`src/rtl/chunked_addsub_if.sv`:
```
// Handshake and data bundle for chunked_addsub: operand/request side plus result side.
interface chunked_addsub_if #(
    parameter int unsigned N = 16
) ();
    logic         in_valid;
    logic         in_ready;
    logic [N-1:0] x;
    logic [N-1:0] y;
    logic         c_i;
    logic         sub;
    logic         out_valid;
    logic         out_ready;
    logic [N-1:0] s;
    logic         c_o;
    logic         ovf;
    logic         busy;

    modport master (
        output in_valid, x, y, c_i, sub, out_ready,
        input  in_ready, out_valid, s, c_o, ovf, busy
    );

    modport slave (
        input  in_valid, x, y, c_i, sub, out_ready,
        output in_ready, out_valid, s, c_o, ovf, busy
    );
endinterface

```
`src/rtl/chunked_addsub.sv`:
```
// Multi-cycle N-bit adder/subtractor: one K-bit carry-chained slice, LS chunk first,
// M = N/K compute cycles per operation, valid/ready on both sides.
module chunked_addsub #(
    parameter int unsigned N = 16,
    parameter int unsigned K = 4
) (
    input logic             clk,
    input logic             rst,
    chunked_addsub_if.slave bus
);
    localparam int unsigned M  = N / K;
    localparam int unsigned CW = (M > 1) ? $clog2(M) : 1;
    localparam logic [CW-1:0] LastCnt = CW'(M - 1);

    typedef enum logic [1:0] {StIdle, StRun, StDone} state_e;

    state_e        r_state;
    logic [CW-1:0] r_cnt;
    logic [N-1:0]  r_a;
    logic [N-1:0]  r_b;
    logic [N-1:0]  r_s;
    logic          r_carry;
    logic          r_c_o;
    logic          r_ovf;

    int unsigned   w_base;
    logic [K-1:0]  w_a_chunk;
    logic [K-1:0]  w_b_chunk;
    logic [K:0]    w_sum;
    logic [K-1:0]  w_r;
    logic          w_cout;
    logic          w_msb_cin;

    always_comb begin
        w_base    = 32'(r_cnt) * K;
        w_a_chunk = r_a[w_base +: K];
        w_b_chunk = r_b[w_base +: K];
        w_sum     = {1'b0, w_a_chunk} + {1'b0, w_b_chunk} + {{K{1'b0}}, r_carry};
        w_r       = w_sum[K-1:0];
        w_cout    = w_sum[K];
        // Carry into the chunk MSB recovered from the sum bit; works for K == 1 as well.
        w_msb_cin = w_a_chunk[K-1] ^ w_b_chunk[K-1] ^ w_r[K-1];
    end

    always_ff @(posedge clk) begin
        if (rst) begin
            r_state <= StIdle;
            r_cnt   <= '0;
            r_a     <= '0;
            r_b     <= '0;
            r_carry <= 1'b0;
            r_s     <= '0;
            r_c_o   <= 1'b0;
            r_ovf   <= 1'b0;
        end else begin
            case (r_state)
                StIdle: begin
                    if (bus.in_valid) begin
                        r_a     <= bus.x;
                        r_b     <= bus.sub ? ~bus.y : bus.y;
                        r_carry <= bus.c_i;
                        r_cnt   <= '0;
                        r_state <= StRun;
                    end
                end
                StRun: begin
                    r_s[w_base +: K] <= w_r;
                    r_carry          <= w_cout;
                    if (r_cnt == LastCnt) begin
                        r_c_o   <= w_cout;
                        r_ovf   <= w_msb_cin ^ w_cout;
                        r_state <= StDone;
                    end else begin
                        r_cnt <= r_cnt + CW'(1);
                    end
                end
                StDone: begin
                    if (bus.out_ready) begin
                        r_state <= StIdle;
                    end
                end
                default: r_state <= StIdle;
            endcase
        end
    end

    assign bus.in_ready  = (r_state == StIdle);
    assign bus.busy      = (r_state != StIdle);
    assign bus.out_valid = (r_state == StDone);
    assign bus.s         = r_s;
    assign bus.c_o       = r_c_o;
    assign bus.ovf       = r_ovf;
endmodule

```
`src/flat_wrapper.sv`:
```
// flat-port wrapper written by rule: the top's interface ports become plain ports
module chunked_addsub_flat 
#(
    parameter int unsigned N = 16,
    parameter int unsigned K = 4
)
  (clk, rst, bus_in_valid, bus_x, bus_y, bus_c_i, bus_sub, bus_out_ready, bus_in_ready, bus_out_valid, bus_s, bus_c_o, bus_ovf, bus_busy);
  chunked_addsub_if #(.N(N)) bus_i ();
  input logic clk;
  input logic rst;
  input wire logic [$bits(bus_i.in_valid)-1:0] bus_in_valid;
  input wire logic [$bits(bus_i.x)-1:0] bus_x;
  input wire logic [$bits(bus_i.y)-1:0] bus_y;
  input wire logic [$bits(bus_i.c_i)-1:0] bus_c_i;
  input wire logic [$bits(bus_i.sub)-1:0] bus_sub;
  input wire logic [$bits(bus_i.out_ready)-1:0] bus_out_ready;
  output wire logic [$bits(bus_i.in_ready)-1:0] bus_in_ready;
  output wire logic [$bits(bus_i.out_valid)-1:0] bus_out_valid;
  output wire logic [$bits(bus_i.s)-1:0] bus_s;
  output wire logic [$bits(bus_i.c_o)-1:0] bus_c_o;
  output wire logic [$bits(bus_i.ovf)-1:0] bus_ovf;
  output wire logic [$bits(bus_i.busy)-1:0] bus_busy;
  assign bus_i.in_valid = bus_in_valid;
  assign bus_i.x = bus_x;
  assign bus_i.y = bus_y;
  assign bus_i.c_i = bus_c_i;
  assign bus_i.sub = bus_sub;
  assign bus_i.out_ready = bus_out_ready;
  assign bus_in_ready = bus_i.in_ready;
  assign bus_out_valid = bus_i.out_valid;
  assign bus_s = bus_i.s;
  assign bus_c_o = bus_i.c_o;
  assign bus_ovf = bus_i.ovf;
  assign bus_busy = bus_i.busy;
  chunked_addsub #(.N(N), .K(K)) u_core (.clk(clk), .rst(rst), .bus(bus_i));
endmodule
```
`config.mk`:
```
export PLATFORM = sky130hd
export DESIGN_NAME = chunked_addsub_flat
export DESIGN_NICKNAME = d
export VERILOG_FILES = /design/src/rtl/chunked_addsub_if.sv /design/src/rtl/chunked_addsub.sv /design/src/flat_wrapper.sv
export SDC_FILE = /design/constraint.sdc
export NUM_CORES = 1
export LEC_CHECK = 0
export ABC_AREA = 1
export CORE_AREA = 2 2 76 78
export CTS_BUF_LIST = sky130_fd_sc_hd__clkbuf_8
export CTS_CLUSTER_SIZE = 30
export DETAILED_ROUTE_END_ITERATION = 10
export DIE_AREA = 0 0 78 80
export GPL_ROUTABILITY_DRIVEN = 1
export GPL_TIMING_DRIVEN = 0
export MAX_ROUTING_LAYER = met4
export PLACE_DENSITY = 0.85
export SLEW_MARGIN = 20
export SYNTH_ARGS = -nofsm -noshare
export SYNTH_HDL_FRONTEND = slang
export SYNTH_SLANG_ARGS = --single-unit
```
`constraint.sdc`:
```
create_clock -name clk -period 5.7 [get_ports clk]
set_clock_uncertainty 0.05 [all_clocks]
set_input_delay 1.14 -clock clk [delete_from_list [all_inputs] [get_ports clk]]
set_output_delay 1.14 -clock clk [all_outputs]
set_load 0.005 [all_outputs]
```
==> run summary <==
Total wire length - 5980 um
Site row count - 27
Commonest non-fill, non-tap cell in the layout - nor2_1
CP Class - register to register
Synth warn - 0
WP data required - 5.86 ns
Final Hold Viols - 0
Worst IR drop on VDD - 0.145 mV
Initial DRC Count - 90
DIE AREA - 6240 sq um
Wire length of the first global-routing pass - 10500 um
Vias per inst - 5.27
Gr usage total - 21.3%
Area Overhead vs Synth - 27.5%
Slew HR - 60.7%
Reg clk slew, reported paths - 0.09 ns
Setup repair bufs after CTS - 0
PostCTS Resize Cnt - 0
Run status - completed
Drt pass-1 iters - 4
Core ar. - 5410 sq um
Synth unique cells - 33
Fmax - 326 MHz
Synth area leaders - dfxtp_1 41%, nor2_1 11%, o21ai_0 6.8%, xnor2_1 5.3%, a211oi_2 4.7%
Vias - 2466
Most used DFF post-synth - dfxtp_1
Setup violators final - 0
Clock tree buffer depth - 2
Mapped Area - 2660 sq um
GRT overflow - 0
DP Worst Slack - 2.68 ns
Share of layout cells above drive strength 1 - 8.84%
Lkg Pwr - 0.00129 uW
Inserted Clock Buffers - 5
Area leader, netlist - dfxtp_1
Final Cycle Share - 53.8%
PortBufs - 56
Clk_lat worst skew - 0.31 ns
Final Critical Period - 3.07 ns
Post-route setup TNS - 0 ns
Dpl hpwl - 4570 um
Chip height - 80 um
Synth Instances - 332
Diodes inserted - 0
Max-cap viol count - 0
CTS sink count - 55
Initial Util - 49.3%
CP startpoint kind - register
Power Dens Cells - 256 nW/um^2
Top-area cell type share of the netlist area - 41.4%
Clock root buffer - clkbuf_8
Slew Limit Fails - 0
Post-route ant nets - 0
DRC violations left - 0
RSZ-0062 raised after global routing - false
Crit. End Element - register
Final GP Congestion - 0.889
Ys async rst share - 0%
CTS H-tree lvls - 2
Yosys reg bits - 55
Fin worst setup slack - 2.63 ns
Hold crit path type - register to register
Die Wd - 78 um
I/O pins - 59
Most frequent cells in the layout - 77 x nor2_1, 56 x clkdlybuf4s50_1, 55 x dfxtp_1
Worst Path Arrival - 3.23 ns
Nets - 444
Mapped Avg Cell Area - 8.02 sq um
Slew @ Worst Pin - 0.589 ns
Pin count of the biggest net entering global routing - 16
TritonCTS clock tree - built
Vias in the first global route - 2376
Initial antenna violation count - 0
Cts hold-fix bufs - 0
Post-synth EDFFs - 0
Sequential cell area fraction in the yosys report - 41.4%
Critical Path Fanout Max - 10
Post-synth net total - 381
WL/cell - 12.8 um
==> stage by stage <==
step	hold WS, ns	cells	power [uW]	cell area (sq um)	utilization, %
2_1_floorplan	0.411	332	592	2660	-
3_3_place_gp	0.402	460	661	3310	61.3
3_5_place_dp	0.409	460	672	3310	61.3
4_1_cts	0.423	468	874	3390	62.8
5_1_grt	0.445	468	924	3390	62.8
6_report	0.417	468	871	3390	62.8
==> synth_stat cells, types with 4 or more instances <==
library cell	n
xnor2_1	16
nand3_1	8
clkbuf_1	8
o22ai_1	8
ha_1	9
a211oi_2	10
nand2_1	33
nor2_1	77
o21ai_0	36
a211oi_1	8
dfxtp_1	55
buf_2	5
a22oi_1	4
inv_2	4
a21oi_1	17
inv_1	12
==> routing by layer <==
layer	global-route usage [%]	up-vias	share of wire, %
met1	23.5	1140	43
met3	4.64	16	5.4
met5	-	-	0
li1	-	1233	-
met4	7.37	0	1.9
met2	38.0	77	50
==> area by class of cell <==
| class | instances | area (sq um) |
|---|---|---|
| Timing Repair Buffer | 56 | 561 |
| Buffer | 18 | 92.6 |
| Clock buffer | 5 | 68.8 |
| Clock inverter | 3 | 12.5 |
| Multi-Input combinational cell | 241 | 1400 |
| Inverter | 18 | 67.6 |
| Sequential cell | 55 | 1100 |
| Fill cell | 485 | 2010 |
| Tap cell | 72 | 90.1 |
==> final timing paths <==
kind                           startpoint                           end  slack [ns]  depth (start not counted)
min          u_core.bus.s[9]$_SDFFE_PP0P_  u_core.bus.s[9]$_SDFFE_PP0P_        0.42                          2
max reg2reg  u_core.r_cnt[0]$_SDFFE_PP0P_   u_core.bus.ovf$_SDFFE_PP0P_        2.63                         13
max          u_core.r_cnt[0]$_SDFFE_PP0P_   u_core.bus.ovf$_SDFFE_PP0P_        2.63                         13
min reg2reg  u_core.bus.s[9]$_SDFFE_PP0P_  u_core.bus.s[9]$_SDFFE_PP0P_        0.42                          2
==> report_power, final <==
group	leakage (uW)	internal (uW)	switching (uW)	total [uW]
sequential	0.000452	411	17.3	428
clock	0.0000505	83.0	122	205
combinational	0.000786	100	138	238
total	0.00129	594	277	871
==> critical path, cell delays in order, from the launching register on <==
cell and delay [ns]:
dfxtp_1 0.38, buf_2 0.27, inv_1 0.13, clkbuf_1 0.25, o21ai_0 0.23, o22ai_1 0.13, fa_1 0.45, fa_1 0.41
a21oi_1 0.20, o21ai_0 0.12, inv_1 0.11, nor2_1 0.05, o21bai_1 0.14, inv_1 0.05
==> logic make-up (layout without fill, tap and decap cells) <==
kind of cell	Yosys count	after routing	synth area share (%)
simple gates	126	126	20.3
compound gates	87	87	21.1
flops	55	55	41.4
buf+inv	36	100	6.01
xor+xnor	17	17	5.59
fa+ha+maj	11	11	5.73
==> state kept, by name (all words and copies together) (netlist names) <==
signal          flops
u_core.r_cnt        2
u_core.bus.s       16
u_core.r_b         16
u_core.r_state      2
u_core.bus.ovf      1
u_core.r_a         16
u_core.bus.c_o      1
u_core.r_carry      1
Note: power is estimated with default switching activity, not from simulation.
